`src/rtl/lfsr_pkg.sv`:
```
// lfsr_pkg: shared state type, default constants and the single-step helper for lfsr_stream.
package lfsr_pkg;
    typedef enum logic {S_WARM, S_RUN} lfsr_state_e;
    localparam int LFSR_MAX_W = 64;
    localparam logic [31:0] LFSR_TAPS32 = 32'h8020_0003;
    localparam logic [31:0] LFSR_SEED32 = 32'h1ACE_B00C;
    // Operates on a zero-extended state; callers truncate the result back to their width.
    function automatic logic [LFSR_MAX_W-1:0] lfsr_step(input logic [LFSR_MAX_W-1:0] r,
                                                        input logic [LFSR_MAX_W-1:0] taps);
        return {r[LFSR_MAX_W-2:0], ^(r & taps)};
    endfunction
endpackage

```
`src/rtl/lfsr_advance.sv`:
```
// lfsr_advance: combinational STEPS-fold LFSR advance with seed override and zero-state guard.
module lfsr_advance
    import lfsr_pkg::*;
#(
    parameter int WIDTH = 32,
    parameter logic [WIDTH-1:0] TAPS = WIDTH'(LFSR_TAPS32),
    parameter logic [WIDTH-1:0] SEED = WIDTH'(LFSR_SEED32),
    parameter int STEPS = 1
) (
    input  logic [WIDTH-1:0] r,
    input  logic             load,
    input  logic [WIDTH-1:0] load_val,
    output logic [WIDTH-1:0] nxt,
    output logic             zero_hit
);
    logic [LFSR_MAX_W-1:0] s;
    logic [WIDTH-1:0] raw;
    always_comb begin
        s = LFSR_MAX_W'(r);
        for (int i = 0; i < STEPS; i++)
            s = LFSR_MAX_W'(WIDTH'(lfsr_step(s, LFSR_MAX_W'(TAPS))));
        raw = load ? load_val : WIDTH'(s);
        zero_hit = raw == '0;
        nxt = zero_hit ? SEED : raw;
    end
endmodule

```
`src/rtl/lfsr_stream.sv`:
```
// lfsr_stream: Fibonacci LFSR word source with valid/ready stream, reseeding, warm-up discard and lockup recovery.
module lfsr_stream
    import lfsr_pkg::*;
#(
    parameter int WIDTH = 32,
    parameter logic [WIDTH-1:0] TAPS = WIDTH'(LFSR_TAPS32),
    parameter logic [WIDTH-1:0] SEED = WIDTH'(LFSR_SEED32),
    parameter int STEPS = 1,
    parameter int WARMUP = 4,
    parameter int CNT_W = 32
) (
    input  logic             clk,
    input  logic             rst_n,
    input  logic             mode,
    input  logic             seed_load,
    input  logic [WIDTH-1:0] seed_in,
    output logic             out_valid,
    input  logic             out_ready,
    output logic [WIDTH-1:0] out_data,
    output logic             lockup,
    output logic [CNT_W-1:0] beat_cnt
);
    localparam int WC_W = WARMUP > 0 ? $clog2(WARMUP + 1) : 1;
    lfsr_state_e state, state_nxt;
    logic [WC_W-1:0] warm_cnt, warm_nxt;
    logic [WIDTH-1:0] r, r_nxt, adv_val;
    logic [CNT_W-1:0] beat_nxt;
    logic lockup_nxt, adv_hit, adv_en, hs;
    lfsr_advance #(.WIDTH(WIDTH), .TAPS(TAPS), .SEED(SEED), .STEPS(STEPS)) u_adv (
        .r(r),
        .load(seed_load),
        .load_val(seed_in),
        .nxt(adv_val),
        .zero_hit(adv_hit)
    );
    assign out_valid = state == S_RUN;
    assign out_data = r;
    assign hs = out_valid & out_ready;
    // In RUN, stream mode advances only on acceptance; free-run ignores ready.
    assign adv_en = state == S_WARM ? warm_cnt != '0 : (mode | out_ready);
    always_comb begin
        state_nxt = seed_load ? S_WARM : (state == S_WARM && warm_cnt == '0) ? S_RUN : state;
        warm_nxt = seed_load ? WC_W'(WARMUP) : (state == S_WARM && warm_cnt != '0) ? warm_cnt - WC_W'(1) : warm_cnt;
        r_nxt = (seed_load | adv_en) ? adv_val : r;
        lockup_nxt = seed_load ? adv_hit : lockup | (adv_en & adv_hit);
        beat_nxt = hs ? beat_cnt + CNT_W'(1) : beat_cnt;
    end
    always_ff @(posedge clk or negedge rst_n) begin
        if (!rst_n) begin
            state <= S_WARM;
            warm_cnt <= WC_W'(WARMUP);
            r <= SEED;
            lockup <= 1'b0;
            beat_cnt <= '0;
        end else begin
            state <= state_nxt;
            warm_cnt <= warm_nxt;
            r <= r_nxt;
            lockup <= lockup_nxt;
            beat_cnt <= beat_nxt;
        end
    end
endmodule

```
`config.mk`:
```
export PLATFORM = sky130hd
export DESIGN_NAME = lfsr_stream
export DESIGN_NICKNAME = d
export VERILOG_FILES = /design/src/rtl/lfsr_pkg.sv /design/src/rtl/lfsr_advance.sv /design/src/rtl/lfsr_stream.sv
export SDC_FILE = /design/constraint.sdc
export NUM_CORES = 1
export LEC_CHECK = 0
export BUFFER_PORTS_ARGS = -buffer_cell sky130_fd_sc_hd__buf_2
export CORE_UTILIZATION = 25
export CTS_CLUSTER_SIZE = 16
export DETAILED_ROUTE_END_ITERATION = 7
export PLACE_DENSITY = 0.5
export SLEW_MARGIN = 20
export SYNTH_ARGS = -nofsm -noshare
export SYNTH_HDL_FRONTEND = slang
export SYNTH_SLANG_ARGS = --single-unit
```
`constraint.sdc`:
```
create_clock -name clk -period 4.2 [get_ports clk]
set_clock_uncertainty 0.1 [all_clocks]
set_input_delay 0.84 -clock clk [delete_from_list [all_inputs] [get_ports clk]]
set_output_delay 0.84 -clock clk [all_outputs]
set_load 0.05 [all_outputs]
```
==> results.json, run 1 <==
{
  "drtAntennaViolNets": 0,
  "status": "completed",
  "totalNegativeSetupSlack_ps": 0,
  "rsz0062_at_grt": "false",
  "grt-ovfl-total": 0,
  "syn_area_sq_um": 3395,
  "min-delay-path-class": "reg -> reg",
  "num_vias": 2803,
  "regArea_sq_um": 1744,
  "p_clk_share_pct": 27.7,
  "cp-end-kind": "flop",
  "wl_um": 9396,
  "final_common_cell": "buf_2",
  "seqPwrFrac_pct": 34.6,
  "cp.arrival_ps": 2890,
  "grt_first_pass_wirelength_um": 15100,
  "synth.yosys.seq_area_share_pct": 51.38,
  "syn_nets": 365,
  "die_area_sq_um": 14050,
  "final_cell_mix": "buf_2 (102), dfrtp_1 (55), nor2_1 (32), mux2i_1 (32), xnor2_1 (28)",
  "syn2layout_area_growth_pct": 30.85,
  "max_stage_delay_ps": 620,
  "period_needed_ps": 2742,
  "synth_edf_count": 0,
  "clock-sinks": 69,
  "timing.hold.ws_ps": 367.1,
  "setup_viol": 0,
  "drc": 0,
  "pwr_density_cell_nw_per_um2": 708.6,
  "antenna_found_initial": 2,
  "ir_drop_mv": 0.2736,
  "synth_cell_type_count": 39,
  "worst-path-max-fanout": 22,
  "core-area_sq_um": 13240,
  "drt_pre_antenna_iters": 5,
  "portBuffers": 102,
  "rr_startpoint": "out_valid",
  "multi_input_area_sq_um": 1569,
  "intPower_mw": 1.771,
  "slew_headroom_pct": 41.14,
  "finish.utilization_pct": 33.54,
  "ctsHoldBuffers": 0,
  "maxSlewViolCount": 0,
  "track_usage_pct": 14.04,
  "crit_required_ps": 4350,
  "cap_viol_max_count": 0,
  "cts_buffers": 9,
  "nets": 468,
  "switchingPower_mw": 1.376,
  "cp_top_family": "simple AND/OR/NAND/NOR gates",
  "cts_root_buffer": "clkbuf_16",
  "place_inst": 593,
  "row_count": 42,
  "io_pins": 103,
  "clk_latency_ps": 330,
  "pwr-share-comb_pct": 37.7,
  "cts_buffer_depth": 2,
  "cts_tree": "done",
  "avgSynthCellArea_sq_um": 10.44,
  "period_share_pct": 65.29,
  "cts_setup_buffers": 0,
  "cts_max_level": 3,
  "synth_flop_cell": "dfrtp_1",
  "dp_hpwl_um": 6924,
  "cp-start-kind": "primary input",
  "grt_pass1_vias": 2731,
  "crit_type": "in -> reg",
  "path_clk_slew_ps": 60,
  "viasPerCell": 4.588,
  "cp-startpoint": "seed_load",
  "switching_share_pct": 43.72,
  "yosysWarningCount": 0,
  "path_buf_inv": 1,
  "cp_cell_sequence": "buf_2, or4b_1, o22ai_1, o21ai_1, or4b_4, o21ai_0",
  "fin_cells": 611,
  "drive_above_1_share_pct": 34.41,
  "fillers": 1399,
  "gp_congestion": 0.7475,
  "max_freq_ghz": 0.3647,
  "cpMaxStageDelayCell": "or4b_4",
  "grt_max_degree": 70,
  "drtIter0Drc": 130,
  "hold_violations": 0,
  "min-delay-start": "beat_cnt[31]",
  "die_x_um": 118.5,
  "die_h_um": 118.5,
  "async_flop_share_pct": 100.0,
  "cts_resized": 0,
  "wl_per_cell_um": 15.38,
  "initial_core_util_pct": 25.63,
  "postSynthCellCount": 325,
  "tightestPinTransition_ps": 882.9,
  "p_leak_nw": 2.106,
  "ys_ff_latch": 69,
  "rrSetupSlack_ps": 1890
}
cell usage after synthesis, drive strengths merged, types with 2 or more instances:
cell / n / area (sq um)
a21oi: 19 / 95.09
xor2: 7 / 61.31
buf: 7 / 43.79
nor4b: 2 / 17.52
o21ai: 28 / 173.9
nor2b: 3 / 18.77
o22ai: 2 / 18.77
nor4: 11 / 68.82
nand4: 8 / 50.05
dfstp: 14 / 367.9
nor2: 32 / 120.1
ha: 3 / 37.54
dfrtp: 55 / 1376
or4: 2 / 15.01
xnor2: 28 / 245.2
clkbuf: 7 / 26.28
and4: 2 / 17.52
inv: 6 / 22.52
mux2i: 32 / 320.3
nor3: 4 / 20.02
nand2: 23 / 86.33
and3: 5 / 31.28
nand3: 14 / 70.07
and2: 2 / 12.52
or4b: 2 / 23.77
flip-flops by register name (all words and copies together), names as in the netlist:
register and cells:
warm_cnt 3, beat_cnt 32, out_data 32, out_valid 1, lockup 1
area by class of cell:
class,instances,area share [%]
clock inverters,6,2.507
well taps,176,4.958
flip-flops and latches,69,39.27
diodes,2,0.1127
multi-input cells,236,35.32
clock buffers,10,5.155
inverters,6,0.5070
repair buffers,106,12.17
logic make-up after synthesis:
group                      count (synthesis)  share of synthesized area [%]
AOI/OAI and AO/OA                         53                          9.363
xor gates and xnor gates                  35                          9.031
adders and majority gates                  3                          1.106
buffers and inverters                     20                          2.728
DFF                                       69                          51.38
muxes                                     33                          9.768
and+or+nand+nor                          112                          16.62
per-layer routing:
metal	GRT usage, %	vias up	wire length (um)
met3	2.896	10	257
met5	0	-	0
li1	-	1359	-
met4	6.092	0	133
met2	20.32	59	4287
met1	20.07	1375	4717
per-stage QoR:
stage / power (mW) / area [sq um] / setup WS [ps]
after floorplan: 1.940 / 3395 / 1611
after global placement: 2.286 / 4096 / 1161
after detailed placement: 2.296 / 4096 / 1097
after CTS: 3.182 / 4437 / 1449
after global routing: 3.311 / 4442 / 1343
final: 3.148 / 4442 / 1458
power groups by stage:
stage / registers (mW) / logic [mW] / clock network, mW
6_report: 1.09 / 1.19 / 0.872
5_1_grt: 1.12 / 1.27 / 0.918
4_1_cts: 1.09 / 1.20 / 0.891
3_5_place_dp: 1.10 / 1.19 / 0
3_3_place_gp: 1.10 / 1.19 / 0
2_1_floorplan: 1.59 / 0.349 / 0
worst paths after layout:
path,end,depth (start not counted)
worst max register to register,beat_cnt[31],5
worst min-delay path,beat_cnt[31],1
max in group asynchronous,out_data[26],2
worst min register to register,beat_cnt[31],1
worst max-delay path,out_data[13],6
min in group asynchronous,beat_cnt[31],2
No activity file was read; power rests on OpenSTA's default activity.
==> inputs of run 2 (changes only) <==
PLACE_DENSITY = 0.51   (was 0.5)
clock period = 2.35 ns   (was 4.2 ns; I/O delays follow)
==> results.json, run 2 (synthesis results as in run 1) <==
{
  "rrSetupSlack_ps": 90,
  "max_freq_ghz": 0.4429,
  "cpMaxStageDelayCell": "or4b_4",
  "max_stage_delay_ps": 640,
  "fin_ws_ps": 91.94,
  "maxSlewViolCount": 0,
  "cp_cell_sequence": "or4_1, nor4_2, o21ai_1, or4b_4, o21ai_0",
  "syn2layout_area_growth_pct": 33.17,
  "cts_max_level": 3,
  "num_vias": 2895,
  "wl_per_cell_um": 15.58,
  "cp-start-kind": "flop",
  "slew_headroom_pct": 33.88,
  "min-delay-path-class": "in -> async",
  "status": "completed",
  "antenna_found_initial": 2,
  "pwr_density_cell_nw_per_um2": 1205,
  "cp-end-kind": "flop",
  "grt-ovfl-total": 0,
  "grt_max_degree": 70,
  "cp_top_family": "simple AND/OR/NAND/NOR gates",
  "final_cell_mix": "buf_2 (102), dfrtp_1 (55), nor2_1 (32), mux2i_1 (32), xnor2_1 (28)",
  "drive_above_1_share_pct": 36.83,
  "p_leak_nw": 2.158,
  "die_h_um": 118.5,
  "cts_tree": "done",
  "grt_first_pass_wirelength_um": 15560,
  "portBuffers": 102,
  "drt_pre_antenna_iters": 4,
  "path_buf_inv": 0,
  "ctsHoldBuffers": 0,
  "gp_congestion": 0.7662,
  "totalNegativeSetupSlack_ps": 0,
  "worst-path-max-fanout": 14,
  "pre_cts_ws_ps": -131.5,
  "cap_viol_max_count": 0,
  "cts_buffer_depth": 2,
  "clk_latency_ps": 330,
  "dp_hpwl_um": 7181,
  "period_needed_ps": 2258,
  "crit_type": "reg -> reg",
  "r2r_cells": 5,
  "r2r-end": "out_data[2]",
  "ir_drop_mv": 0.4257,
  "row_count": 42,
  "clock-sinks": 69,
  "drc": 0,
  "cts_buffers": 9,
  "track_usage_pct": 14.37,
  "rsz0062_at_grt": "false",
  "die_area_sq_um": 14050,
  "fillers": 1375,
  "setup_viol": 0,
  "viasPerCell": 4.625,
  "hold_violations": 0,
  "rr_startpoint": "out_data[13]",
  "io_pins": 103,
  "grt_pass1_vias": 2800,
  "final_common_cell": "buf_2",
  "path_clk_slew_ps": 60,
  "drtIter0Drc": 123,
  "core-area_sq_um": 13240,
  "tightestPinTransition_ps": 988.6,
  "die_x_um": 118.5,
  "nets": 483,
  "finish.utilization_pct": 34.14,
  "p_total_mw": 5.447,
  "initial_core_util_pct": 25.63,
  "crit_required_ps": 2500,
  "drtAntennaViolNets": 0,
  "cts_root_buffer": "clkbuf_16",
  "period_share_pct": 96.09,
  "cp.arrival_ps": 2400,
  "wl_um": 9755
}
## run 2: where the power goes
part / switching (mW) / leakage, nW / internal, mW / total (mW)
combinational: 1.60 / 1.17 / 0.623 / 2.23
clock: 0.509 / 0.136 / 0.773 / 1.28
sequential: 0.370 / 0.855 / 1.57 / 1.94
## run 2: cell type report
cell class / count / area, sq um / area share (%)
diodes: 2 / 5.005 / 0.1107
clock buffers: 13 / 260.3 / 5.757
clock inverters: 3 / 21.27 / 0.4705
inverters: 6 / 22.52 / 0.4982
multi-input cells: 236 / 1582 / 34.98
flip-flops and latches: 69 / 1744 / 38.58
well taps: 176 / 220.2 / 4.871
repair buffers: 121 / 665.6 / 14.72
## run 2: repair_timing
item / in CTS / in global routing
endpoints found under the setup margin: 0 / 4
gates resized for setup: 0 / 3
buffers inserted: 0 / 0
## run 2: how the worst max path moves through the flow
stage / startpoint / end / depth (start not counted)
6_report: out_data[13] / out_data[2] / 5
5_1_grt: out_data[13] / out_data[12] / 5
4_1_cts: out_data[13] / out_data[3] / 5
3_5_place_dp: seed_load / lockup / 8
3_3_place_gp: seed_load / lockup / 8
2_1_floorplan: out_valid / out_data[15] / 6
## run 2: metrics by stage
| step | hold WS [ps] | std cells | instance area, sq um |
|---|---|---|---|
| 6_report | 50.73 | 626 | 4521 |
| 5_1_grt | 77.69 | 626 | 4521 |
| 4_1_cts | 79.10 | 624 | 4509 |
| 3_5_place_dp | 365.1 | 608 | 4228 |
| 3_3_place_gp | 359.4 | 608 | 4228 |
| 2_1_floorplan | 74.41 | 325 | 3395 |
## run 2: per-layer routing
metal,share of wire [%],GRT usage (%),vias up
met5,0,0,-
met4,2.0,6.329,0
met3,4.6,2.799,15
met2,46,21.60,71
met1,47,19.94,1411
li1,-,-,1398
==> inputs of run 3 (changes only) <==
SETUP_SLACK_MARGIN = 0.5   (was default)
TNS_END_PERCENT = 50   (was default)
==> results.json, run 3 (synthesis results as in run 1) <==
{
  "status": "completed",
  "rsz0062_at_grt": "true",
  "pre_cts_ws_ps": -123.3,
  "wl_um": 9571,
  "crit_type": "reg -> reg",
  "cts_tree": "done",
  "cp.arrival_ps": 2290,
  "ctsHoldBuffers": 0,
  "drc": 0,
  "cts_buffer_depth": 2,
  "die_area_sq_um": 14050,
  "portBuffers": 102,
  "seqPwrFrac_pct": 35.5,
  "cp_cell_sequence": "or4_4, nor4_4, o21ai_2, or4b_4, o21ai_2",
  "cts_buffers": 9,
  "worst-path-max-fanout": 7,
  "num_vias": 2851,
  "gp_congestion": 0.7700,
  "initial_core_util_pct": 25.63,
  "ir_drop_mv": 0.4085,
  "p_clk_share_pct": 24.0,
  "period_share_pct": 90.73,
  "switching_share_pct": 44.74,
  "row_count": 42,
  "period_needed_ps": 2132,
  "drive_above_1_share_pct": 42.02,
  "fin_ws_ps": 217.9,
  "grt_max_degree": 70,
  "cp-end-kind": "flop",
  "die_h_um": 118.5,
  "max_stage_delay_ps": 630,
  "cpMaxStageDelayCell": "or4b_4",
  "antenna_found_initial": 1,
  "worst_path_most_repeated_cell": "o21ai_2",
  "grt_pass1_vias": 2812,
  "cap_viol_max_count": 0,
  "clk_latency_ps": 330,
  "switchingPower_mw": 2.486,
  "core-area_sq_um": 13240,
  "nets": 480,
  "post_dp_cell_area_sq_um": 4240,
  "drtAntennaViolNets": 0,
  "slew_headroom_pct": 65.24,
  "cp-start-kind": "flop",
  "final_area_sq_um": 4612,
  "setup_viol": 0,
  "viasPerCell": 4.584,
  "track_usage_pct": 14.52,
  "pwr_density_cell_nw_per_um2": 1205,
  "grt-ovfl-total": 0,
  "wl_per_cell_um": 15.39,
  "intPower_mw": 3.071,
  "crit_required_ps": 2510,
  "syn2layout_area_growth_pct": 35.86,
  "dp_hpwl_um": 6967,
  "min-delay-path-class": "in -> async",
  "drt_pre_antenna_iters": 5,
  "final_cell_mix": "buf_2 (102), dfrtp_1 (42), nor2_1 (32), mux2i_1 (32), xnor2_1 (28)",
  "maxSlewViolCount": 0,
  "max_freq_ghz": 0.4690,
  "die_x_um": 118.5,
  "final_common_cell": "buf_2",
  "cts_max_level": 3,
  "path_clk_slew_ps": 50,
  "drtIter0Drc": 115,
  "clock-sinks": 69,
  "io_pins": 103,
  "pwr-share-comb_pct": 40.6,
  "fin_cells": 622,
  "cts_root_buffer": "clkbuf_16",
  "grt_first_pass_wirelength_um": 15770,
  "p_total_mw": 5.557,
  "place_inst": 601,
  "hold_violations": 0,
  "tightestPinTransition_ps": 514.2,
  "timing.hold.ws_ps": 31.11,
  "p_leak_nw": 2.168
}
run 3: cell types whose count changed in the layout (fill, tap and decap cells not counted), moves of 3 or more:
cell,before,now
dfrtp_2,0,13
nand2_1,23,20
buf_4,18,13
dfrtp_1,55,42
o21ai_2,9,12
run 3: worst max-delay path: cells and delay by family (launching register included):
kind               cells  cell delay (ps)
DFF                    1              370
and+or+nand+nor        3             1360
AOI/OAI and AO/OA      2              230
run 3: area by class of cell:
type                       count  area (sq um)
fill                        1404          8631
inverter                       6         22.52
sequential                    69          1760
clock inverter                 2         35.03
tap                          176         220.2
clock buffer                  14         254.0
antenna                        1         2.502
timing repair buffer         117         648.1
multi-input combinational    237          1669
run 3: metal layers:
layer / routed length (um) / up-vias / track usage [%]
li1: - / 1383 / -
met3: 398 / 14 / 2.606
met2: 4368 / 68 / 21.31
met5: 0 / - / 0
met1: 4615 / 1386 / 20.58
met4: 190 / 0 / 6.804
run 3: stage by stage:
step / TNS [ps] / utilization [%]
6_report: 0 / 34.83
4_1_cts: 0 / 34.72
3_3_place_gp: -855.4 / 32.02
5_1_grt: 0 / 34.83
3_5_place_dp: -887.5 / 32.02
2_1_floorplan: 0 / -
run 3: what timing repair did:
item,4_1_cts,5_1_grt
cloned,1,0
pin swaps,3,1
resized for setup,8,7
endpoints found under the setup margin,20,26
buffers inserted,3,0
endpoints found under the hold margin,0,0
run 3: final timing paths:
check | endpoint | start | cells past startpoint | slack, ps
worst min-delay path | beat_cnt[30] | rst_n | 2 | 30
worst min register to register | beat_cnt[31] | beat_cnt[31] | 1 | 370
max in group asynchronous | out_data[2] | rst_n | 2 | 1740
min in group clk | out_data[1] | seed_in[1] | 3 | 360
worst max-delay path | out_data[25] | out_data[13] | 5 | 220
worst max register to register | out_data[25] | out_data[13] | 5 | 220
run 3: power groups by stage:
stage / combinational (mW) / sequential [mW] / clock, mW
after floorplan: 0.635 / 2.86 / 0
after global placement: 2.17 / 1.98 / 0
after detailed placement: 2.17 / 1.99 / 0
after CTS: 2.26 / 1.97 / 1.37
after global routing: 2.40 / 2.03 / 1.41
final: 2.25 / 1.97 / 1.33
